==> config.mk <==
export PLATFORM = sky130hd
export DESIGN_NAME = alu_issue_ctrl
export DESIGN_NICKNAME = d
export VERILOG_FILES = /design/src/rtl/alu_issue_ctrl_pkg.sv /design/src/rtl/alu_issue_ctrl.sv
export SDC_FILE = /design/constraint.sdc
export NUM_CORES = 1
export LEC_CHECK = 0
export ABC_CLOCK_PERIOD_IN_PS = 1500
export BUFFER_PORTS_ARGS = -buffer_cell sky130_fd_sc_hd__buf_2
export CORE_MARGIN = 2
export CORE_UTILIZATION = 41
export CTS_CLUSTER_SIZE = 20
export DETAILED_ROUTE_END_ITERATION = 12
export GPL_TIMING_DRIVEN = 0
export PLACE_DENSITY = 0.75
export SYNTH_ARGS = -nofsm -noshare
export SYNTH_HDL_FRONTEND = slang
export SYNTH_SLANG_ARGS = --single-unit
==> constraint.sdc <==
create_clock -name clk -period 1.5 [get_ports clk]
set_input_delay 0.15 -clock clk [delete_from_list [all_inputs] [get_ports clk]]
set_output_delay 0.15 -clock clk [all_outputs]
set_load 0.005 [all_outputs]
==> src/rtl/alu_issue_ctrl_pkg.sv <==
// Shared definitions for the ALU issue controller: operation encoding,
// controller state encoding and the datapath width of the ALU.
package alu_issue_ctrl_pkg;

    // Datapath width of the combinational ALU this controller drives.
    localparam int kALU_WIDTH = 16;

    // Operation encoding understood by the ALU.
    typedef enum logic [1:0] {
        kADD         = 2'b00,
        kSUB         = 2'b01,
        kPASS_INPUTA = 2'b10,
        kPASS_INPUTB = 2'b11
    } op_t;

    // Issue controller states: waiting for work, holding operands while the
    // ALU settles, and presenting a captured result to the consumer.
    typedef enum logic [1:0] {
        IDLE  = 2'b00,
        ISSUE = 2'b01,
        RESP  = 2'b10
    } ctrl_state_t;

endpackage

==> src/rtl/alu_issue_ctrl.sv <==
// Initiator side of the ALU operand interface. Registers an accepted request
// onto the ALU inputs, waits a programmable number of cycles for the
// combinational ALU to settle, captures its result into a response register
// and an accumulator, and hands the result out on a valid/ready port.
module alu_issue_ctrl
    import alu_issue_ctrl_pkg::*;
#(
    parameter int WIDTH         = kALU_WIDTH,
    parameter int SETTLE_CYCLES = 1
) (
    input  logic             clk,
    input  logic             rst_n,
    input  logic             req_valid,
    output logic             req_ready,
    input  logic [1:0]       req_op,
    input  logic [WIDTH-1:0] req_a,
    input  logic [WIDTH-1:0] req_b,
    input  logic             req_acc,
    output logic             rsp_valid,
    input  logic             rsp_ready,
    output logic [WIDTH-1:0] rsp_result,
    output logic             rsp_overflow,
    output logic [WIDTH-1:0] acc_out,
    output logic             sticky_ovf,
    input  logic             clr_sticky,
    output logic [1:0]       alu_op,
    output logic [WIDTH-1:0] alu_inputa,
    output logic [WIDTH-1:0] alu_inputb,
    input  logic [WIDTH-1:0] alu_out,
    input  logic             alu_overflow
);

    // The settle counter counts down from SETTLE_CYCLES-1 to zero; capture
    // happens on the edge where it already reads zero.
    localparam logic [3:0] kSettleLoad = 4'(SETTLE_CYCLES - 1);

    ctrl_state_t state;
    ctrl_state_t state_next;
    logic [3:0]  settle_cnt;
    logic        accept;
    logic        capture;

    assign accept  = (state == IDLE) && req_valid;
    assign capture = (state == ISSUE) && (settle_cnt == 4'd0);

    // State register; reset abandons any operation in flight.
    always_ff @(posedge clk or negedge rst_n) begin
        if (!rst_n) begin
            state <= IDLE;
        end else begin
            state <= state_next;
        end
    end

    // Next-state logic for the IDLE -> ISSUE -> RESP -> IDLE cycle.
    always_comb begin
        state_next = state;
        case (state)
            IDLE:    if (req_valid)          state_next = ISSUE;
            ISSUE:   if (settle_cnt == 4'd0) state_next = RESP;
            RESP:    if (rsp_ready)          state_next = IDLE;
            default:                         state_next = IDLE;
        endcase
    end

    // Handshake outputs are pure decodes of the registered state, so
    // req_ready never depends combinationally on req_valid.
    always_comb begin
        req_ready = (state == IDLE);
        rsp_valid = (state == RESP);
    end

    // Settle counter: loaded at acceptance, counts down while operands settle.
    always_ff @(posedge clk or negedge rst_n) begin
        if (!rst_n) begin
            settle_cnt <= 4'd0;
        end else if (accept) begin
            settle_cnt <= kSettleLoad;
        end else if ((state == ISSUE) && (settle_cnt != 4'd0)) begin
            settle_cnt <= settle_cnt - 4'd1;
        end
    end

    // Operand registers feeding the ALU; only an accepted request changes
    // them, so they stay put through ISSUE and RESP. The accumulator source
    // is resolved here, using the result of the last completed operation.
    always_ff @(posedge clk or negedge rst_n) begin
        if (!rst_n) begin
            alu_op     <= kPASS_INPUTB;
            alu_inputa <= '0;
            alu_inputb <= '0;
        end else if (accept) begin
            alu_op     <= req_op;
            alu_inputa <= req_acc ? acc_out : req_a;
            alu_inputb <= req_b;
        end
    end

    // Result capture at the end of the settle window; the response register
    // and the accumulator both take the ALU output on the same edge.
    always_ff @(posedge clk or negedge rst_n) begin
        if (!rst_n) begin
            rsp_result   <= '0;
            rsp_overflow <= 1'b0;
            acc_out      <= '0;
        end else if (capture) begin
            rsp_result   <= alu_out;
            rsp_overflow <= alu_overflow;
            acc_out      <= alu_out;
        end
    end

    // Sticky overflow: a captured overflow sets it and beats a simultaneous clear.
    always_ff @(posedge clk or negedge rst_n) begin
        if (!rst_n) begin
            sticky_ovf <= 1'b0;
        end else if (capture && alu_overflow) begin
            sticky_ovf <= 1'b1;
        end else if (clr_sticky) begin
            sticky_ovf <= 1'b0;
        end
    end

endmodule

### Yosys cells after proc, flatten, opt, wreduce, memory -nomap -nowiden

Cells that the tools add are included.

| storage, ports and cells | value |
|---|---|
| ROM bits | 0 |
| input port bits | 57 |
| memories | 0 |
| RAM bits | 0 |
| output and inout port bits | 70 |
| latch bits | 0 |
| register bits after elaboration | 58 |

| cells by class | value |
|---|---|
| shift operators | 0 |
| equality and inequality tests | 5 |
| div/mod/pow operators | 0 |
| reduce and logical (&&, ||, !) cells | 10 |
| order comparisons | 0 |
| mux-type cells | 9 |
| multipliers | 0 |
| bitwise logic cells | 0 |
| $add $sub $neg | 1 |

Operators with widths:

| cell | number |
|---|---|
| $mux 16 | 1 |
| $mux 4 | 2 |
| $mux 2 | 3 |
| $pmux 2 s3 | 1 |
| $logic_and 1x1->1 | 4 |
| $logic_not 4->1 | 1 |
| $ne 2x2->1 const B | 2 |
| $reduce_bool 2->1 | 2 |
| $reduce_bool 4->1 | 1 |
| $sub 4x1->4 const B | 1 |
| $reduce_and 3->1 | 1 |
| $eq 2x1->1 const B | 1 |
| $eq 2x2->1 const B | 1 |
| $logic_not 2->1 | 1 |
| $mux 1 | 2 |
| $ne 2x1->1 const B | 1 |

### Longest topological paths before layout

| depth | value |
|---|---|
| word-level depth | 4 |
| depth in mapped cells | 6 |
| mapped depth without buffers | 5 |

### Least setup slack after synthesis

Ideal clock, no wire load.

| path | value |
|---|---|
| path kind | flip-flop to flip-flop |
| from | reg settle_cnt[0] |
| to | reg settle_cnt[0] |
| arrival | 1.488 ns |
| path buffers | 1 |
| slack | -0.053 ns |
| cell stages (with the launch flop) | 7 |
| clock period less this slack | 1.553 ns |
| path through | dfrtp_1 -> inv_1 -> ha_1 -> or3b_1 -> buf_2 -> a211oi_1 -> a31o_2 |

| between the ends | value |
|---|---|
| longest elaborated chain between the ends | 3 |
| elaborated cells between the ends (all ways) | 6 |
| those cells by class | add/sub: 1; mux: 2; reduce/logical: 3 |

RTL lines:

| what | line | RTL |
|---|---|---|
| start, declared | alu_issue_ctrl.sv:39 | `logic [3:0] settle_cnt;` |
| start signal, assigned | alu_issue_ctrl.sv:78 | `settle_cnt <= kSettleLoad;` |
| start signal, assigned | alu_issue_ctrl.sv:80 | `settle_cnt <= settle_cnt - 4'd1;` |
| $sub 4x1->4 or $reduce_bool 4->1 (tied branches) | alu_issue_ctrl.sv:80, alu_issue_ctrl.sv:79 |  |
| $mux 4 or $logic_and 1x1->1 (tied branches) | alu_issue_ctrl.sv:79 | `end else if ((state == ISSUE) && (settle_cnt != 4'd0)) begin` |
| $mux 4 or $reduce_bool 2->1 (tied branches) | -- |  |

Several ways; a longest one is shown, not always the timed one. The select of a mux whose other input is x is not followed.
A chain may end at the register's enable or synchronous reset.

### Worst setup path after layout

| path | value |
|---|---|
| from | reg state[0] |
| to | reg alu_inputb[8] |

| between the ends | value |
|---|---|
| longest elaborated chain between the ends | 2 |

RTL lines:

| what | line | RTL |
|---|---|---|
| start, declared | alu_issue_ctrl.sv:37 | `ctrl_state_t state;` |
| start signal, assigned | alu_issue_ctrl.sv:51 | `state <= state_next;` |
| $logic_not 2->1 | alu_issue_ctrl.sv:43 | `assign accept = (state == IDLE) && req_valid;` |
| $logic_and 1x1->1 | alu_issue_ctrl.sv:43 |  |
| end signal, assigned | alu_issue_ctrl.sv:95 | `alu_inputb <= req_b;` |
| end, declared | alu_issue_ctrl.sv:28 | `output logic [WIDTH-1:0] alu_inputb,` |

Every way passes these cells.

==> impl_metrics.ini <==
[clock_tree]
clk-insertion-delay-late_ns = 0.32
numCtsBuffers = 9
root_buffer = clkbuf_8
htreeDepth = 3
cts_tree = built
clk_pin_slew_worst_paths_ns = 0.06
clockBufferDepth = 2
cts_sinks = 58

[floorplan]
rows = 28
start_util = 0.430
die_h_um = 83.5
coreArea_um2 = 6030
die_w_um = 83.5
floorplan.die_area_um2 = 6980
ioPinCount = 127

[placement]
port_buffers = 125
placed_cells = 400
gp_congestion = 0.758
place_hpwl_um = 4040

[timing]
tightest_slew_ns = 0.712
whs_ns = 0.0209
setup_violations = 0
hold_viol_final = 0
slew_viol_final = 0
skew_ns = 0.00458
finalCritPeriodShare = 0.941
max_freq_mhz = 708
rsz0062_at_grt = no
min_period_ns = 1.41
relSlewSlack = 0.525

[detailed_routing]
drtPass1Iterations = 4
drc = 0
routed_wirelength_um = 5610
avgRoutedWirePerCell_um = 13.3
vias_per_cell = 4.65
drt_iter0_drc = 48
ant_nets = 0
vias = 1963

[cells_and_area]
antennaDiodeCount = 0
area_growth_pct = 38.5
nFillCells = 524
final_cells = 422
drive_gt1_frac = 0.628
final_nets = 401
final_util = 0.596

[global_route]
grt_pass1_wl_um = 9250
grt.total_usage = 0.166
antenna_found_initial = 0
grt_overflow = 0
grt_max_degree = 59
grt_pass1_vias = 2022

[yosys]
synth_cell_types = 31
synth.top_cell.area_share = 0.540
synth-seq-cells = 58
synth.avg_cell_area_um2 = 13.0
yosysSeqAreaShare = 0.561
synth_common_cells = dfrtp_1, mux2_2, buf_4, nor2_1, a21oi_1
synth_warnings = 0
syn_area_um2 = 2590
synth_fp_nets = 259
synth_area_leaders = dfrtp_1, mux2_2, mux2i_1
async_reset_ff_frac = 1.00
syn_inst = 200
ys_dominant_reg_cell = dfrtp_1
synthMostInstantiatedCell = dfrtp_1
synth_edf_count = 0
synth.largest_area_cell = dfrtp_1

[pwr]
leakagePower_nw = 1.84
p_per_area_nw_per_um2 = 2170
irDropWorstVdd_uv = 942

[worst_setup_path]
rr_worst_depth = 4
cp.required_ns = 1.71
critPathMaxFanout = 10
endpoint_kind = flop
arrival_ns = 1.62
path_class = reg -> reg
startpoint_type = flop

[hold_path]
hold_depth = 2
min_path_type = in -> reg

[job]
maxCapViolations = 0

[status]
status = complete, no violations
[area by class of cell]
cell class | count | area (µm²) | area share
plain buffers | 25 | 200 | 0.0557
inverters | 6 | 22.5 | 0.00627
clock buffers | 14 | 173 | 0.0481
clock inverters | 2 | 10.0 | 0.00279
well taps | 75 | 93.8 | 0.0261
multi-input cells | 109 | 945 | 0.263
flip-flops and latches | 58 | 1460 | 0.405
repair buffers | 133 | 693 | 0.193
[critical path: stages (launching register included)]
cell	delay (ns)
dfrtp_2	0.45
nor3b_2	0.21
buf_6	0.16
buf_8	0.14
mux2_2	0.34
[worst paths after layout]
check | start | end | slack (ns)
max in group asynchronous | rst_n | state[0] | 0.56
max reg2reg | state[0] | alu_inputb[8] | 0.09
min | clr_sticky | sticky_ovf | 0.02
min in group asynchronous | rst_n | alu_inputb[14] | 0.43
max | state[0] | alu_inputb[8] | 0.09
min reg2reg | alu_inputb[15] | alu_inputb[15] | 0.50
[stage by stage]
step	worst slack (ns)	TNS, ns	power, mW	area, µm²
floorplan	0.0304	0	5.00	2610
global placement	-0.0648	-0.951	6.29	3330
detailed placement	-0.0925	-1.64	6.42	3330
CTS	0.00121	0	7.85	3560
global route	0.00575	0	8.38	3590
finish	0.0885	0	7.78	3590
[sequential cells by signal, summed over array words and instances (netlist names)]
name          flops
state             2
acc_out          16
alu_op            2
sticky_ovf        1
rsp_overflow      1
alu_inputb       16
alu_inputa       16
settle_cnt        4
[layer usage]
metal	up-vias	share of wire	GRT usage	routed length (µm)
met5	-	0	0	0
met4	0	0.011	0.0572	63
met3	8	0.074	0.0554	414
met2	88	0.49	0.284	2760
met1	914	0.42	0.196	2370
li1	953	-	-	-
[timing repair]
item                                    4_1_cts  5_1_grt
pin swaps                                     2        2
setup buffers                                 5        1
hold endpoints to repair                      0       57
hold buffers                                  0        2
gates resized for setup                       4        4
endpoints found under the setup margin       34       25
[placed cells by master, fill, tap and decap left out, types with 3 or more instances in the layout]
cell type  synthesis  final
buf_2              7    128
dfrtp_1           56     55
mux2_2            27     27
buf_4             18     24
nor2_1            18     18
a21oi_1           17     17
mux2i_1           16     16
clkbuf_8           0     12
mux2_4             8      8
inv_1              6      4
o21ai_0            3      3
[report_power, final]
group	total [mW]	switching, mW	internal, mW
Combinational	3.56	1.42	2.14
Clock	1.29	0.563	0.730
Sequential	2.93	0.543	2.38
[cells by family (layout without fill, tap and decap cells)]
logic type,after synthesis,count (layout),synth area share
buffers and inverters,33,180,0.0830
muxes,51,51,0.225
DFF,58,58,0.561
adders and majority gates,2,2,0.00965
AOI/OAI and AO/OA,26,26,0.0564
and+or+nand+nor,30,30,0.0651
No activity file was read; power rests on OpenSTA's default activity.
